File: config.mk
export PLATFORM = sky130hd
export DESIGN_NAME = bpsk_symbol_tx
export DESIGN_NICKNAME = d
export VERILOG_FILES = /design/src/rtl/bpsk_symbol_tx.sv
export SDC_FILE = /design/constraint.sdc
export NUM_CORES = 1
export LEC_CHECK = 0
export BUFFER_PORTS_ARGS = -buffer_cell sky130_fd_sc_hd__buf_2
export CORE_MARGIN = 4
export CORE_UTILIZATION = 58
export DETAILED_ROUTE_END_ITERATION = 8
export PLACE_DENSITY = 0.78
export SYNTH_ARGS = -nofsm -noshare
export SYNTH_HDL_FRONTEND = slang
export SYNTH_SLANG_ARGS = --single-unit
File: constraint.sdc
create_clock -name clk -period 3.6 [get_ports clk]
set_input_delay 0.54 -clock clk [delete_from_list [all_inputs] [get_ports clk]]
set_output_delay 0.54 -clock clk [all_outputs]
set_load 0.01 [all_outputs]
File: src/rtl/bpsk_symbol_tx.sv
// -----------------------------------------------------------------------------
// bpsk_symbol_tx
//
// Test-pattern BPSK transmitter feeding the Gardner timing-recovery loopback.
// A free-running 32-bit phase accumulator advances by i_symbol_FTW every clk.
// Its carry-out is the symbol strobe. On each strobe the frame FSM emits one
// NRZ sample: an alternating preamble (+AMP first), then the data bytes
// MSB-first (1 -> +AMP, 0 -> -AMP). A single 0 sample closes the frame when
// no further byte is waiting at a byte boundary.
//
// Ports:
//   clk           system clock (only clock)
//   rst           asynchronous reset, active low
//   i_symbol_FTW  phase step per clk; symbol rate = f_clk * FTW / 2^32
//   i_byte        data byte offered upstream
//   i_byte_valid  i_byte is valid; accepted when valid && o_byte_ready
//   o_byte_ready  holding register empty (registered)
//   o_data        signed baseband sample, held for one symbol
//   o_sym_stb     one-clk pulse coincident with every o_data update
//   o_busy        high while a frame is in progress
// -----------------------------------------------------------------------------
module bpsk_symbol_tx #(
    parameter int                 PREAMBLE_LEN = 32,
    parameter logic signed [15:0] AMP          = 16'sd16384
) (
    input  logic        clk,
    input  logic        rst,
    input  logic [31:0] i_symbol_FTW,
    input  logic [7:0]  i_byte,
    input  logic        i_byte_valid,
    output logic        o_byte_ready,
    output logic [15:0] o_data,
    output logic        o_sym_stb,
    output logic        o_busy
);

    // Counter wide enough to hold the value PREAMBLE_LEN itself.
    localparam int              PW         = $clog2(PREAMBLE_LEN + 1);
    localparam logic [PW-1:0]   PRE_LEN_C  = PW'(PREAMBLE_LEN);
    localparam logic [PW-1:0]   PRE_ONE_C  = PW'(1);
    localparam logic [PW-1:0]   PRE_ZERO_C = PW'(0);
    localparam logic [15:0]     POS_AMP_C  = 16'(AMP);
    // Two's complement of AMP at 16 bits.
    localparam logic [15:0]     NEG_AMP_C  = (~POS_AMP_C) + 16'd1;

    typedef enum logic [1:0] {
        ST_IDLE     = 2'd0,
        ST_PREAMBLE = 2'd1,
        ST_DATA     = 2'd2
    } state_t;

    state_t         r_state;
    logic [31:0]    r_acc;
    logic [PW-1:0]  r_pre_cnt;
    logic [3:0]     r_bit_idx;
    logic [7:0]     r_shift;
    logic [7:0]     r_hold;
    logic           r_hold_full;
    logic           r_byte_ready;
    logic [15:0]    r_data;
    logic           r_sym_stb;
    logic           r_busy;

    logic [32:0]    w_sum;
    logic           w_carry;
    logic           w_accept;
    logic           w_at_boundary;
    logic           w_load;
    logic           w_hold_full_next;

    // NCO adder; bit 32 is the carry that marks a symbol boundary.
    assign w_sum    = {1'b0, r_acc} + {1'b0, i_symbol_FTW};
    assign w_carry  = w_sum[32];
    assign w_accept = i_byte_valid & r_byte_ready;

    // Byte-boundary detection, shift-register load and next holding state.
    always_comb begin
        w_at_boundary    = 1'b0;
        w_load           = 1'b0;
        w_hold_full_next = r_hold_full;
        case (r_state)
            ST_PREAMBLE: begin
                if (r_pre_cnt == PRE_LEN_C) begin
                    w_at_boundary = 1'b1;
                end else begin
                    w_at_boundary = 1'b0;
                end
            end
            ST_DATA: begin
                if (r_bit_idx == 4'd8) begin
                    w_at_boundary = 1'b1;
                end else begin
                    w_at_boundary = 1'b0;
                end
            end
            default: begin
                w_at_boundary = 1'b0;
            end
        endcase
        w_load = w_carry & w_at_boundary & r_hold_full;
        // Accept and load never coincide: ready is low whenever holding is full.
        if (w_accept) begin
            w_hold_full_next = 1'b1;
        end else if (w_load) begin
            w_hold_full_next = 1'b0;
        end else begin
            w_hold_full_next = r_hold_full;
        end
    end

    // NCO, byte handshake, frame FSM and registered outputs.
    always_ff @(posedge clk or negedge rst) begin
        if (!rst) begin
            r_acc        <= 32'd0;
            r_state      <= ST_IDLE;
            r_pre_cnt    <= PRE_ZERO_C;
            r_bit_idx    <= 4'd0;
            r_shift      <= 8'd0;
            r_hold       <= 8'd0;
            r_hold_full  <= 1'b0;
            r_byte_ready <= 1'b0;
            r_data       <= 16'd0;
            r_sym_stb    <= 1'b0;
            r_busy       <= 1'b0;
        end else begin
            r_acc        <= w_sum[31:0];
            r_sym_stb    <= w_carry;
            r_hold_full  <= w_hold_full_next;
            // Ready tracks the post-edge holding state so it drops on the
            // same edge that captures a byte.
            r_byte_ready <= ~w_hold_full_next;
            if (w_accept) begin
                r_hold <= i_byte;
            end else begin
                r_hold <= r_hold;
            end

            if (w_carry) begin
                if (w_at_boundary) begin
                    if (r_hold_full) begin
                        r_shift   <= r_hold;
                        r_data    <= r_hold[7] ? POS_AMP_C : NEG_AMP_C;
                        r_bit_idx <= 4'd1;
                        r_pre_cnt <= PRE_ZERO_C;
                        r_state   <= ST_DATA;
                        r_busy    <= 1'b1;
                    end else begin
                        // End of frame: one zero sample, then idle.
                        r_data    <= 16'd0;
                        r_bit_idx <= 4'd0;
                        r_pre_cnt <= PRE_ZERO_C;
                        r_state   <= ST_IDLE;
                        r_busy    <= 1'b0;
                    end
                end else begin
                    case (r_state)
                        ST_IDLE: begin
                            if (r_hold_full) begin
                                r_data    <= POS_AMP_C;
                                r_pre_cnt <= PRE_ONE_C;
                                r_bit_idx <= 4'd0;
                                r_state   <= ST_PREAMBLE;
                                r_busy    <= 1'b1;
                            end else begin
                                r_data    <= 16'd0;
                                r_busy    <= 1'b0;
                            end
                        end
                        ST_PREAMBLE: begin
                            // Even count -> +AMP, odd count -> -AMP.
                            r_data    <= r_pre_cnt[0] ? NEG_AMP_C : POS_AMP_C;
                            r_pre_cnt <= r_pre_cnt + PRE_ONE_C;
                        end
                        ST_DATA: begin
                            r_data    <= r_shift[3'd7 - r_bit_idx[2:0]] ? POS_AMP_C : NEG_AMP_C;
                            r_bit_idx <= r_bit_idx + 4'd1;
                        end
                        default: begin
                            r_data    <= 16'd0;
                            r_pre_cnt <= PRE_ZERO_C;
                            r_bit_idx <= 4'd0;
                            r_state   <= ST_IDLE;
                            r_busy    <= 1'b0;
                        end
                    endcase
                end
            end
        end
    end

    assign o_byte_ready = r_byte_ready;
    assign o_data       = r_data;
    assign o_sym_stb    = r_sym_stb;
    assign o_busy       = r_busy;

endmodule

==> results.sh, run 1 <==
export IMPL_status="finished, final reports clean"
export IMPL_layout_commonest_cell="dfrtp_1"
export IMPL_die_w_um=94.7
export IMPL_worstPathRequired_ps=3820
export IMPL_fin_tns_setup_ps=0
export IMPL_num_fill_cells=613
export IMPL_coreArea_mm2=0.00729
export IMPL_initial_core_util_pct=59.8
export IMPL_dpl_cell_area_mm2=0.00465
export IMPL_worst_ep_arrival_time_ps=3240
export IMPL_maxCapViolations=0
export IMPL_grt_pass1_vias=3393
export IMPL_num_nets_final=581
export IMPL_yosys_mux_area_fraction_pct=5.65
export IMPL_firstDrtPassIters=5
export IMPL_cp_start_kind="register"
export IMPL_num_rows=31
export IMPL_numCtsBuffers=9
export IMPL_cts_hold_buf=0
export IMPL_grt_antenna_before_repair=0
export IMPL_fin_skew_ps=6.47
export IMPL_drtIter0Drc=259
export IMPL_grt_setup_unrepaired="false"
export IMPL_place_gp_congestion=0.904
export IMPL_powerDensity_mw_per_mm2=840
export IMPL_slowest_stage="fa_1"
export IMPL_max_slew_margin_rel_pct=60.7
export IMPL_drc=0
export IMPL_num_antenna_cells=0
export IMPL_finalHoldViolCount=0
export IMPL_crit_fanout=10
export IMPL_avgRoutedWirePerCell_um=15.5
export IMPL_fin_util_pct=66.4
export IMPL_grt_use_total_pct=21.9
export IMPL_total_power_mw=4.07
export IMPL_p_leak_nw=2.28
export IMPL_avgViaCountPerCell=5.80
export IMPL_cpPeakStageDelay_ps=440
export IMPL_hold_path_class="in -> async"
export IMPL_crit_top_cell="nand3_2"
export IMPL_synth_compound_area_share_pct=20.9
export IMPL_num_vias=3478
export IMPL_cts_resized=0
export IMPL_clkLatencyLatePin_ps=340
export IMPL_synth_xor_area_share_pct=5.82
export IMPL_root_buffer="clkbuf_8"
export IMPL_cts_buffer_depth=2
export IMPL_ys_warnings_count=0
export IMPL_end_kind="register"
export IMPL_timing_fmax_mhz=332
export IMPL_grt_max_degree=46
export IMPL_period_minus_slack_ps=3010
export IMPL_grt_overflow_total=0
export IMPL_clk_pin_slew_ps=80
export IMPL_ios=62
export IMPL_layout_common_cells="66 x dfrtp_1, 47 x buf_2, 41 x ha_1, 39 x a21oi_1, 33 x nand2_1"
export IMPL_crit_type="reg -> reg"
export IMPL_fin_crit_sh_pct=83.7
export IMPL_dieArea_mm2=0.00897
export IMPL_postRouteAntennaNets=0
export IMPL_setup_violations=0
export IMPL_design_area_mm2=0.00484
export IMPL_syn2layout_area_growth_pct=11.0
export IMPL_cts_tree="done"
export IMPL_cts_setup_buffers=0
export IMPL_tightest_slew_ps=583
export IMPL_synth_main_ff_cell="dfrtp_1"
export IMPL_postSynthAreaPerCell_um2=9.83
export IMPL_die_h_um=94.7
export IMPL_hpwl_um=6960
export IMPL_synth_top_family_by_area="compound AO/OA/AOI/OAI gates"
export IMPL_totalWireLength_um=9300
export IMPL_netlist_area_mm2=0.00436
export IMPL_layout_drive_gt1_share_pct=20.0
export IMPL_async_flop_share_pct=100
export IMPL_ff_latch_area_mm2=0.00165
export IMPL_htree_levels=3
export IMPL_synth_edf_count=0
export IMPL_synth_cells=444
export IMPL_grt_pass1_wl_um=15600
export IMPL_ir_drop_v=0.000567
export IMPL_yosys_area_share_adder_pct=12.2
export IMPL_yosys_cell_types_count=66
export IMPL_seq_area_frac_synth_pct=37.9
export IMPL_yosys_area_share_simple_pct=12.6
export IMPL_finalMaxSlewViolations=0
export IMPL_multi_input_area_mm2=0.00255
export IMPL_synth_seq_cells=66
export IMPL_cts_sinks=66
export IMPL_port_buffers=47
export IMPL_path_cells="ha_1, fa_1, a211oi_2, nor3_1, o2111ai_2, nand3_2, a311oi_2, nor2_2, nand3_2, mux2_2"
[worst max-delay path, delay by kind of cell, from the launching register on]
family / cells / cell delay [ps]
AO/OA/AOI/OAI: 3 / 860
AND/OR/NAND/NOR: 4 / 680
adder cells (fa/ha/maj): 2 / 640
flip-flops: 1 / 370
multiplexers: 1 / 360
[power by group]
part	switching, mW	internal [mW]
clock network	0.303	0.318
logic	1.24	0.971
registers	0.163	1.07
total	1.71	2.36
[flip-flops by register name (all words and copies together) (netlist names)]
name and count:
r_shift 8, o_sym_stb 1, r_bit_idx 4, r_state 2, r_hold 8, r_pre_cnt 6, o_busy 1, o_byte_ready 1
r_hold_full 1, o_data 2, r_acc 32
[through the flow]
stage,cells,hold WS (ps),setup WS (ps)
6_report,600,147,586
5_1_grt,600,184,389
4_1_cts,600,168,580
3_5_place_dp,584,461,308
3_3_place_gp,584,456,359
2_1_floorplan,457,244,610
[layout make-up]
type,count,area share (%)
clock buffers,9,2.56
clock inverters,7,1.42
inverters,16,1.24
multi-input cells,352,52.6
flip-flops and latches,66,34.1
well taps,99,2.56
repair buffers,51,5.48
[path summary, 6_finish.rpt]
path	slack [ps]	from	depth (start not counted)	to
worst max-delay path	590	r_acc[0]$_DFF_PN0_	10	r_shift[7]$_DFFE_PN0P_
min in group clk	430	i_byte[5]	2	r_hold[5]$_DFFE_PN0P_
max in group asynchronous	2500	rst	2	o_data[14]$_DFFE_PN0P_
worst max register to register	590	r_acc[0]$_DFF_PN0_	10	r_shift[7]$_DFFE_PN0P_
worst min-delay path	150	rst	1	r_acc[25]$_DFF_PN0_
worst min register to register	480	r_acc[0]$_DFF_PN0_	1	r_acc[0]$_DFF_PN0_
[logic make-up after synthesis]
kind of cell,after synthesis
other,1
adders and majority gates,42
DFF,66
buffers and inverters,39
and+or+nand+nor,114
xor gates and xnor gates,29
AOI/OAI and AO/OA,133
muxes,20
[routing by layer]
| layer | vias to the layer above | global-route usage, % | part of all wire [%] |
|---|---|---|---|
| met5 | - | 0 | 0 |
| met4 | 0 | 7.21 | 1.1 |
| met3 | 13 | 3.59 | 4.7 |
| met2 | 112 | 33.1 | 45 |
| met1 | 1644 | 32.0 | 49 |
| li1 | 1709 | - | - |
[Yosys cell counts, types with 11 or more instances]
library cell | n | area [µm²]
dfrtp_1 | 66 | 1650
ha_1 | 41 | 513
a21oi_1 | 39 | 195
nand2_1 | 33 | 124
nor2_1 | 26 | 97.6
o21ai_0 | 24 | 120
mux2_2 | 17 | 191
inv_1 | 16 | 60.1
xnor2_1 | 16 | 140
buf_4 | 15 | 113
nand3_1 | 14 | 70.1
nor3_1 | 13 | 65.1
xor2_1 | 13 | 114
a21o_1 | 11 | 82.6
Note: power is estimated with default switching activity, not from simulation.
==> inputs of run 2 (changes only) <==
clock period = 3 ns   (was 3.6 ns; I/O delays follow)
==> run 2 against run 1 <==
  * Register-to-register slack worse by 470 ps
  * Non-clock buffer count up 9
  * Die area stayed put
  * Hold slack improved by 130 ps
  * Sequential power rose by 20%
  * Global-route usage grew 1.0 points
  * Sequential cell count unchanged
  * First-iteration DRC count down 39%
  * Count of clock-buffer cells in the layout unchanged
  * Sequential share of layout area decreased by 0.97 points
  * Setup slack worse by 470 ps
  * Cell area is 2.9% higher
==> results.sh, run 2 (synthesized netlist as in run 1, its figures left out) <==
export IMPL_grt_max_degree=67
export IMPL_met1_length_um=4390
export IMPL_num_rows=31
export IMPL_worst_path_buf_inv=0
export IMPL_die_h_um=94.7
export IMPL_ios=62
export IMPL_setup_violations=0
export IMPL_crit_fanout=3
export IMPL_rrSetupSlack_ps=110
export IMPL_max_slew_margin_rel_pct=44.4
export IMPL_avgRoutedWirePerCell_um=15.9
export IMPL_top_register="r_acc"
export IMPL_num_vias=3592
export IMPL_design_area_mm2=0.00498
export IMPL_layout_commonest_cell="dfrtp_1"
export IMPL_cts_setup_buffers=0
export IMPL_reg_largest_list="r_acc (32), r_hold (8), r_shift (8)"
export IMPL_cts_hold_buf=0
export IMPL_fin_util_pct=68.3
export IMPL_root_buffer="clkbuf_8"
export IMPL_num_nets_final=590
export IMPL_hold_path_class="in -> async"
export IMPL_avgViaCountPerCell=5.90
export IMPL_grt_pass1_wl_um=16100
export IMPL_ir_drop_v=0.000555
export IMPL_cp_startpoint="r_acc[0]$_DFF_PN0_"
export IMPL_crit_end="r_acc[26]$_DFF_PN0_"
export IMPL_port_buffers=47
export IMPL_drtIter0Drc=159
export IMPL_dieArea_mm2=0.00897
export IMPL_drc=0
export IMPL_fin_skew_ps=11.0
export IMPL_crit_type="reg -> reg"
export IMPL_clkLatencyLatePin_ps=360
export IMPL_cp_start_kind="register"
export IMPL_tightest_slew_ps=834
export IMPL_htree_levels=3
export IMPL_worst_hold_slack_ps=274
export IMPL_layout_drive_gt1_share_pct=21.8
export IMPL_initial_core_util_pct=59.8
export IMPL_place_gp_congestion=0.866
export IMPL_timing_fmax_mhz=346
export IMPL_finalMaxSlewViolations=0
export IMPL_worst_ep_arrival_time_ps=3130
export IMPL_p_leak_nw=2.35
export IMPL_wl_met3_um=626
export IMPL_grt_use_total_pct=22.9
export IMPL_firstDrtPassIters=5
export IMPL_totalWireLength_um=9680
export IMPL_clk_pin_slew_ps=80
export IMPL_num_antenna_cells=0
export IMPL_syn2layout_area_growth_pct=14.2
export IMPL_num_fill_cells=575
export IMPL_cts_sinks=66
export IMPL_cpPeakStageDelay_ps=410
export IMPL_grt_overflow_total=0
export IMPL_path_depth=10
export IMPL_numCtsBuffers=9
export IMPL_grt_pass1_vias=3518
export IMPL_top_layer_used="met4"
export IMPL_crit_family="compound AO/OA/AOI/OAI gates"
export IMPL_cts_tree="done"
export IMPL_cts_resized=0
export IMPL_r2r_end="r_acc[26]$_DFF_PN0_"
export IMPL_path_cells="ha_1, fa_1, a211oi_2, nor3_2, o21a_1, o221a_2, a311o_1, a31oi_2, o21bai_1, xor2_1"
export IMPL_finalHoldViolCount=0
export IMPL_largest_reg_flops=32
export IMPL_layout_common_cells="66 x dfrtp_1, 47 x buf_2, 41 x ha_1, 39 x a21oi_1, 33 x nand2_1"
export IMPL_postRouteAntennaNets=0
export IMPL_maxCapViolations=0
export IMPL_dr_wl_met2_um=4460
export IMPL_powerDensity_mw_per_mm2=1040
export IMPL_coreArea_mm2=0.00729
export IMPL_worstRegToRegCells=10
export IMPL_fin_crit_sh_pct=96.2
export IMPL_grt_antenna_before_repair=0
export IMPL_die_w_um=94.7
export IMPL_hpwl_um=7070
export IMPL_fin_tns_setup_ps=0
export IMPL_end_kind="register"
export IMPL_worstPathRequired_ps=3240
export IMPL_status="finished, final reports clean"
export IMPL_r2r_start="r_acc[0]$_DFF_PN0_"
export IMPL_grt_setup_unrepaired="false"
export IMPL_period_minus_slack_ps=2890
export IMPL_dpl_cell_area_mm2=0.00472
export IMPL_cts_buffer_depth=2
export IMPL_slowest_stage="fa_1"
## run 2: report_power, final
part	switching, mW	total, mW	internal [mW]	leakage, nW
registers	0.198	1.48	1.28	0.788
clock network	0.378	0.937	0.559	0.124
logic	1.54	2.78	1.23	1.44
total	2.12	5.20	3.08	2.35
## run 2: layer usage
metal,track usage [%],vias up
li1,-,1733
met1,31.6,1705
met2,36.3,134
met3,3.11,20
met4,9.50,0
met5,0,-
## run 2: cell type report
| type | instances | area (µm²) | share of cell area (%) |
|---|---|---|---|
| clock buffers | 9 | 124 | 2.49 |
| flip-flops and latches | 66 | 1650 | 33.1 |
| well taps | 99 | 124 | 2.49 |
| inverters | 16 | 60.1 | 1.21 |
| clock inverters | 7 | 125 | 2.51 |
| multi-input cells | 352 | 2570 | 51.5 |
| repair buffers | 60 | 333 | 6.68 |
## run 2: worst min path at each step
stage	end	slack [ps]	cells after the start
finish	r_acc[23]$_DFF_PN0_	270	2
global route	r_hold[3]$_DFFE_PN0P_	330	2
CTS	r_acc[23]$_DFF_PN0_	310	2
detailed placement	r_acc[0]$_DFF_PN0_	460	1
global placement	r_acc[0]$_DFF_PN0_	450	1
floorplan	o_busy$_DFFE_PN0P_	150	0
## run 2: through the flow
| step | std cells | power, mW | setup WS [ps] |
|---|---|---|---|
| after floorplan | 457 | 3.55 | 100 |
| after global placement | 593 | 4.07 | -19.0 |
| after detailed placement | 593 | 4.19 | -105 |
| after CTS | 609 | 5.16 | 62.6 |
| final | 609 | 5.20 | 114 |
| after global routing | 609 | 5.60 | 23.7 |
